File: config.mk
export PLATFORM = sky130hd
export DESIGN_NAME = async_fifo
export DESIGN_NICKNAME = d
export VERILOG_FILES = /design/src/rtl/async_fifo.sv
export SDC_FILE = /design/constraint.sdc
export NUM_CORES = 1
export LEC_CHECK = 0
export ABC_CLOCK_PERIOD_IN_PS = 3090
export BUFFER_PORTS_ARGS = -buffer_cell sky130_fd_sc_hd__buf_2
export CORE_ASPECT_RATIO = 1.2
export CORE_UTILIZATION = 40
export CTS_BUF_LIST = sky130_fd_sc_hd__clkbuf_4
export CTS_CLUSTER_SIZE = 20
export DETAILED_ROUTE_END_ITERATION = 10
export PLACE_DENSITY_LB_ADDON = 0.3
export SETUP_SLACK_MARGIN = 0.02
export SYNTH_ARGS = -nofsm -noshare
export SYNTH_HDL_FRONTEND = slang
export SYNTH_SLANG_ARGS = --single-unit
File: constraint.sdc
create_clock -name clk -period 3.09 [get_ports clk]
set_input_delay 0.309 -clock clk [delete_from_list [all_inputs] [get_ports clk]]
set_output_delay 0.309 -clock clk [all_outputs]
set_load 0.02 [all_outputs]
File: src/rtl/async_fifo.sv
// async_fifo: single-clock FIFO buffer, DEPTH words of DWIDTH bits.
// Read and write pointers carry an extra wrap bit so that full and empty
// can be told apart; this pointer/flag arrangement carries over unchanged
// to a later dual-clock variant.
// Optional feature: define ASYNC_FIFO_ERR_FLAGS_EN to add sticky
// overflow/underflow outputs (push attempted while full / pop attempted
// while empty).
module async_fifo #(
    parameter int DEPTH    = 16,
    parameter int PTRWIDTH = 4,
    parameter int DWIDTH   = 8
) (
    input  logic              clk,
    input  logic              reset,
    input  logic              push,
    input  logic [DWIDTH-1:0] wdata,
    output logic              full,
    input  logic              pop,
    output logic [DWIDTH-1:0] rdata,
    output logic              empty
`ifdef ASYNC_FIFO_ERR_FLAGS_EN
    ,
    output logic              overflow,
    output logic              underflow
`endif
);

    localparam logic [PTRWIDTH:0] PTR_ONE = 1;

    // Storage is never reset; only the pointers define what is valid.
    logic [DWIDTH-1:0] mem [DEPTH];

    logic [PTRWIDTH:0]   wptr_q, wptr_d;
    logic [PTRWIDTH:0]   rptr_q, rptr_d;
    logic [DWIDTH-1:0]   rdata_q;
    logic                push_ok;
    logic                pop_ok;
    logic [PTRWIDTH-1:0] waddr;
    logic [PTRWIDTH-1:0] raddr;

    assign waddr = wptr_q[PTRWIDTH-1:0];
    assign raddr = rptr_q[PTRWIDTH-1:0];

    // Flags decode straight from the registered pointers.
    assign empty = (wptr_q == rptr_q);
    assign full  = (wptr_q[PTRWIDTH] != rptr_q[PTRWIDTH]) && (waddr == raddr);

    // Accept decisions use the flags as they stand before the edge.
    assign push_ok = push && !full;
    assign pop_ok  = pop && !empty;

    assign rdata = rdata_q;

    // Next-state pointers: advance by one per accepted transfer, wrapping mod 2*DEPTH.
    always_comb begin
        wptr_d = wptr_q;
        rptr_d = rptr_q;
        if (push_ok) begin
            wptr_d = wptr_q + PTR_ONE;
        end
        if (pop_ok) begin
            rptr_d = rptr_q + PTR_ONE;
        end
    end

    // Pointer registers; reset discards every stored word.
    always_ff @(posedge clk) begin
        if (reset) begin
            wptr_q <= '0;
            rptr_q <= '0;
        end else begin
            wptr_q <= wptr_d;
            rptr_q <= rptr_d;
        end
    end

    // Storage write port; contents survive reset.
    always_ff @(posedge clk) begin
        if (!reset && push_ok) begin
            mem[waddr] <= wdata;
        end
    end

    // Registered read port; rdata holds unless a pop is accepted.
    always_ff @(posedge clk) begin
        if (reset) begin
            rdata_q <= '0;
        end else if (pop_ok) begin
            rdata_q <= mem[raddr];
        end
    end

`ifdef ASYNC_FIFO_ERR_FLAGS_EN
    logic overflow_q;
    logic underflow_q;

    assign overflow  = overflow_q;
    assign underflow = underflow_q;

    // Sticky error flags: latch any push into a full FIFO or pop from an empty one.
    always_ff @(posedge clk) begin
        if (reset) begin
            overflow_q  <= 1'b0;
            underflow_q <= 1'b0;
        end else begin
            overflow_q  <= overflow_q  | (push && full);
            underflow_q <= underflow_q | (pop && empty);
        end
    end
`endif

endmodule

==> results.md <==
- Pin count of the biggest net entering global routing: 30
- Largest cells by area after synthesis: edfxtp_1 (65%), mux4_1 (10%), dfxtp_1 (6.1%)
- Number of filler instances in the final layout: roughly 1200
- FF-to-FF path depth: 6
- Total wire length after detailed routing: about 12000 um
- Nets: 387
- Number of flops mapped to enable cells by yosys: 128
- Total chip power: just under 4 mW
- Vias in the first global route: 3156
- Ratio of routed vias to standard cells: around 5.3
- Highest Clock Rate: 419 MHz
- Count of yosys warnings during synthesis: 0
- Tmin final: about 2.4 ns
- Number of buffers on the longest clock path: 2
- Final setup violation count: 0
- Least-Margin Pin Slew: 0.669 ns
- Average instance area after synthesis: 18.1 sq um
- Highest ir drop seen on vdd: 0.000203 V
- Element type at the critical path start: register
- Normalized max-slew margin: 0.554
- Number of cells in the finished layout apart from fillers: 584
- Fraction of the yosys area taken by sequential cells: 0.706
- Htree depth: 4
- Clock tree skew after final layout: 0.0204 ns
- Total instance count after detailed placement: 551
- Number of storage elements in the synthesis netlist: between 100 and 150
- Die Ht: about 140 um
- Max Transition Viols Final: 0
- Die ar.: 15400 sq um
- Drc violations: 0
- Wire per inst: about 20 um
- Critical path class: register to output pin
- Area of the multi-input gates: roughly 1700 sq um
- Tightest Hold Check Type: primary input to register
- Initial antenna violation count: 1
- Detailed-router iteration count before antenna repair: 4
- Outcome: finished, final reports clean
- Vias: 3071
- Number of distinct library cells after synthesis: 34
- Post-CTS Repair Setup Buffers: 0
- Synth top area share: 0.646
- Data required time of the critical path: 2.78 ns
- Number of buffers added by the clock tree synthesis step: 17
- Count leader, synth: edfxtp_1
- Clock transition at the registers of the reported paths: 0.12 ns
- Post-route antenna net violation count: 0
- Count of buffers from port buffering: 21
- Async set or reset register ratio after synthesis: 0
- Floorplan core area: 14500 sq um
- CTS Root Cell: clkbuf_4
- Number of rows created at floorplan: between 40 and 50
- Aggregate global routing overflow: 0
- Initial Utilization: 0.411
- Hold Worst Slack: 0.194 ns
- Hold-fix buffer count after cts: 0
- Iteration-0 DRC count of the detailed router: between 100 and 150
- Mapped Cells: roughly 330
- Area grow syn2layout: 12.5%
- Unrepaired setup endpoints after global routing: no
- Area taken by flip-flops and latches: 4210 sq um
- Commonest cells post-synth: edfxtp_1 (128), mux4_1 (23), dfxtp_1 (18), nor2_1 (18)
- Final Cycle Share: 0.772
- Final weighted congestion in routability-driven placement: 0.766
- Crit path capture type: output pin
- Leakage dissipation: approximately 2.1 nW
- Number of clock sinks seen by CTS: 146
- First-pass GRT wire length: approximately 18000 um
- Gr usage total: 0.169
- Skew-Pair Late Insertion Delay: around 0.5 ns
- Pre-CTS setup slack: 0.844 ns
- DIE WIDTH: 113 um
- Final-layout setup total negative slack: 0 ns
- Syn_nets: 346
- Synth Cell Area: 5950 sq um
- CTS tree: built
- Total count of hold-check failures in the final report: 0
- Num ports: 22
- CP Data Arrival Time: 2.07 ns
- Most instantiated flip-flop cell in the synthesis netlist: edfxtp_1
- Leading area contributor after synthesis: edfxtp_1
- Final worst setup slack: 0.706 ns
- Number of maximum-capacitance constraint violations: 0
- PostCTS Resize Cnt: 0
- Post-DP HPWL: 7770 um
- Share of cells above drive strength 1: 0.258
- Maximum fanout along the worst path: 17
- Power density cells: around 580 nW/um^2
- Hold Path Stages: 4
-- kinds of logic (layout without fill, tap and decap cells) --
| logic type | after synthesis | after routing | share of synthesized area |
|---|---|---|---|
| mux | 49 | 49 | 0.151 |
| flops | 146 | 146 | 0.706 |
| xor+xnor | 13 | 13 | 0.0191 |
| other cells | 0 | 1 | 0 |
| compound gates | 35 | 35 | 0.0408 |
| buf+inv | 25 | 79 | 0.0223 |
| simple gates | 56 | 56 | 0.0500 |
| fa+ha+maj | 5 | 5 | 0.0105 |
-- cell usage in the layout, fill, tap and decap left out, drive strengths merged, types with 4 or more instances in the layout --
cell,synthesis,layout
mux2i,9,9
o22ai,8,8
ha,5,5
nand2,4,4
mux4,24,24
xor2,6,6
mux2,16,16
nor4,8,8
nand2b,5,5
nor4b,4,4
edfxtp,128,128
xnor2,7,7
nor3,12,12
clkbuf,7,20
buf,14,43
a211oi,16,16
nor2,18,18
clkinv,1,9
dfxtp,18,18
o21ai,4,4
-- final timing paths --
path | endpoint | startpoint | slack [ns]
setup reg to reg | mem[2][4] | wptr_q[2] | 0.76
setup / recovery | full | wptr_q[2] | 0.71
hold reg to reg | rdata[0] | rdata[0] | 0.50
hold / removal | wptr_q[2] | push | 0.19
-- worst max-delay path, cell delays in order, from the launching register on --
cell,delay (ns)
dfxtp_1,0.77
xnor2_1,0.21
nand4_2,0.26
nor2_1,0.16
buf_2,0.18
-- stage by stage --
step                utilization  area [sq um]
floorplan                     -          5950
CTS                       0.462          6690
detailed placement        0.442          6400
finish                    0.462          6690
global placement          0.442          6400
global route              0.462          6690
-- area by class of cell --
class / instances / share of cell area
inverters: 4 / 0.00224
clock inverters: 12 / 0.0211
repair buffers: 43 / 0.0404
well taps: 200 / 0.0374
multi-input cells: 158 / 0.248
diodes: 1 / 0.000374
clock buffers: 20 / 0.0224
flip-flops and latches: 146 / 0.628
-- sequential cells by signal (all words and copies together) (netlist names) --
| name | cells |
|---|---|
| mem | 128 |
| rdata | 8 |
| rptr_q | 5 |
| wptr_q | 5 |
-- layer usage --
layer,vias to the layer above,GRT usage,part of all wire
met3,9,0.0349,0.034
met4,0,0.0673,0.015
met5,-,0,0
met2,71,0.292,0.53
li1,1425,-,-
met1,1566,0.207,0.42
-- where the power goes --
group / switching [mW] / internal, mW
sequential: 0.0383 / 2.18
clock: 0.637 / 0.579
combinational: 0.280 / 0.176
No activity file was read; power rests on OpenSTA's default activity.
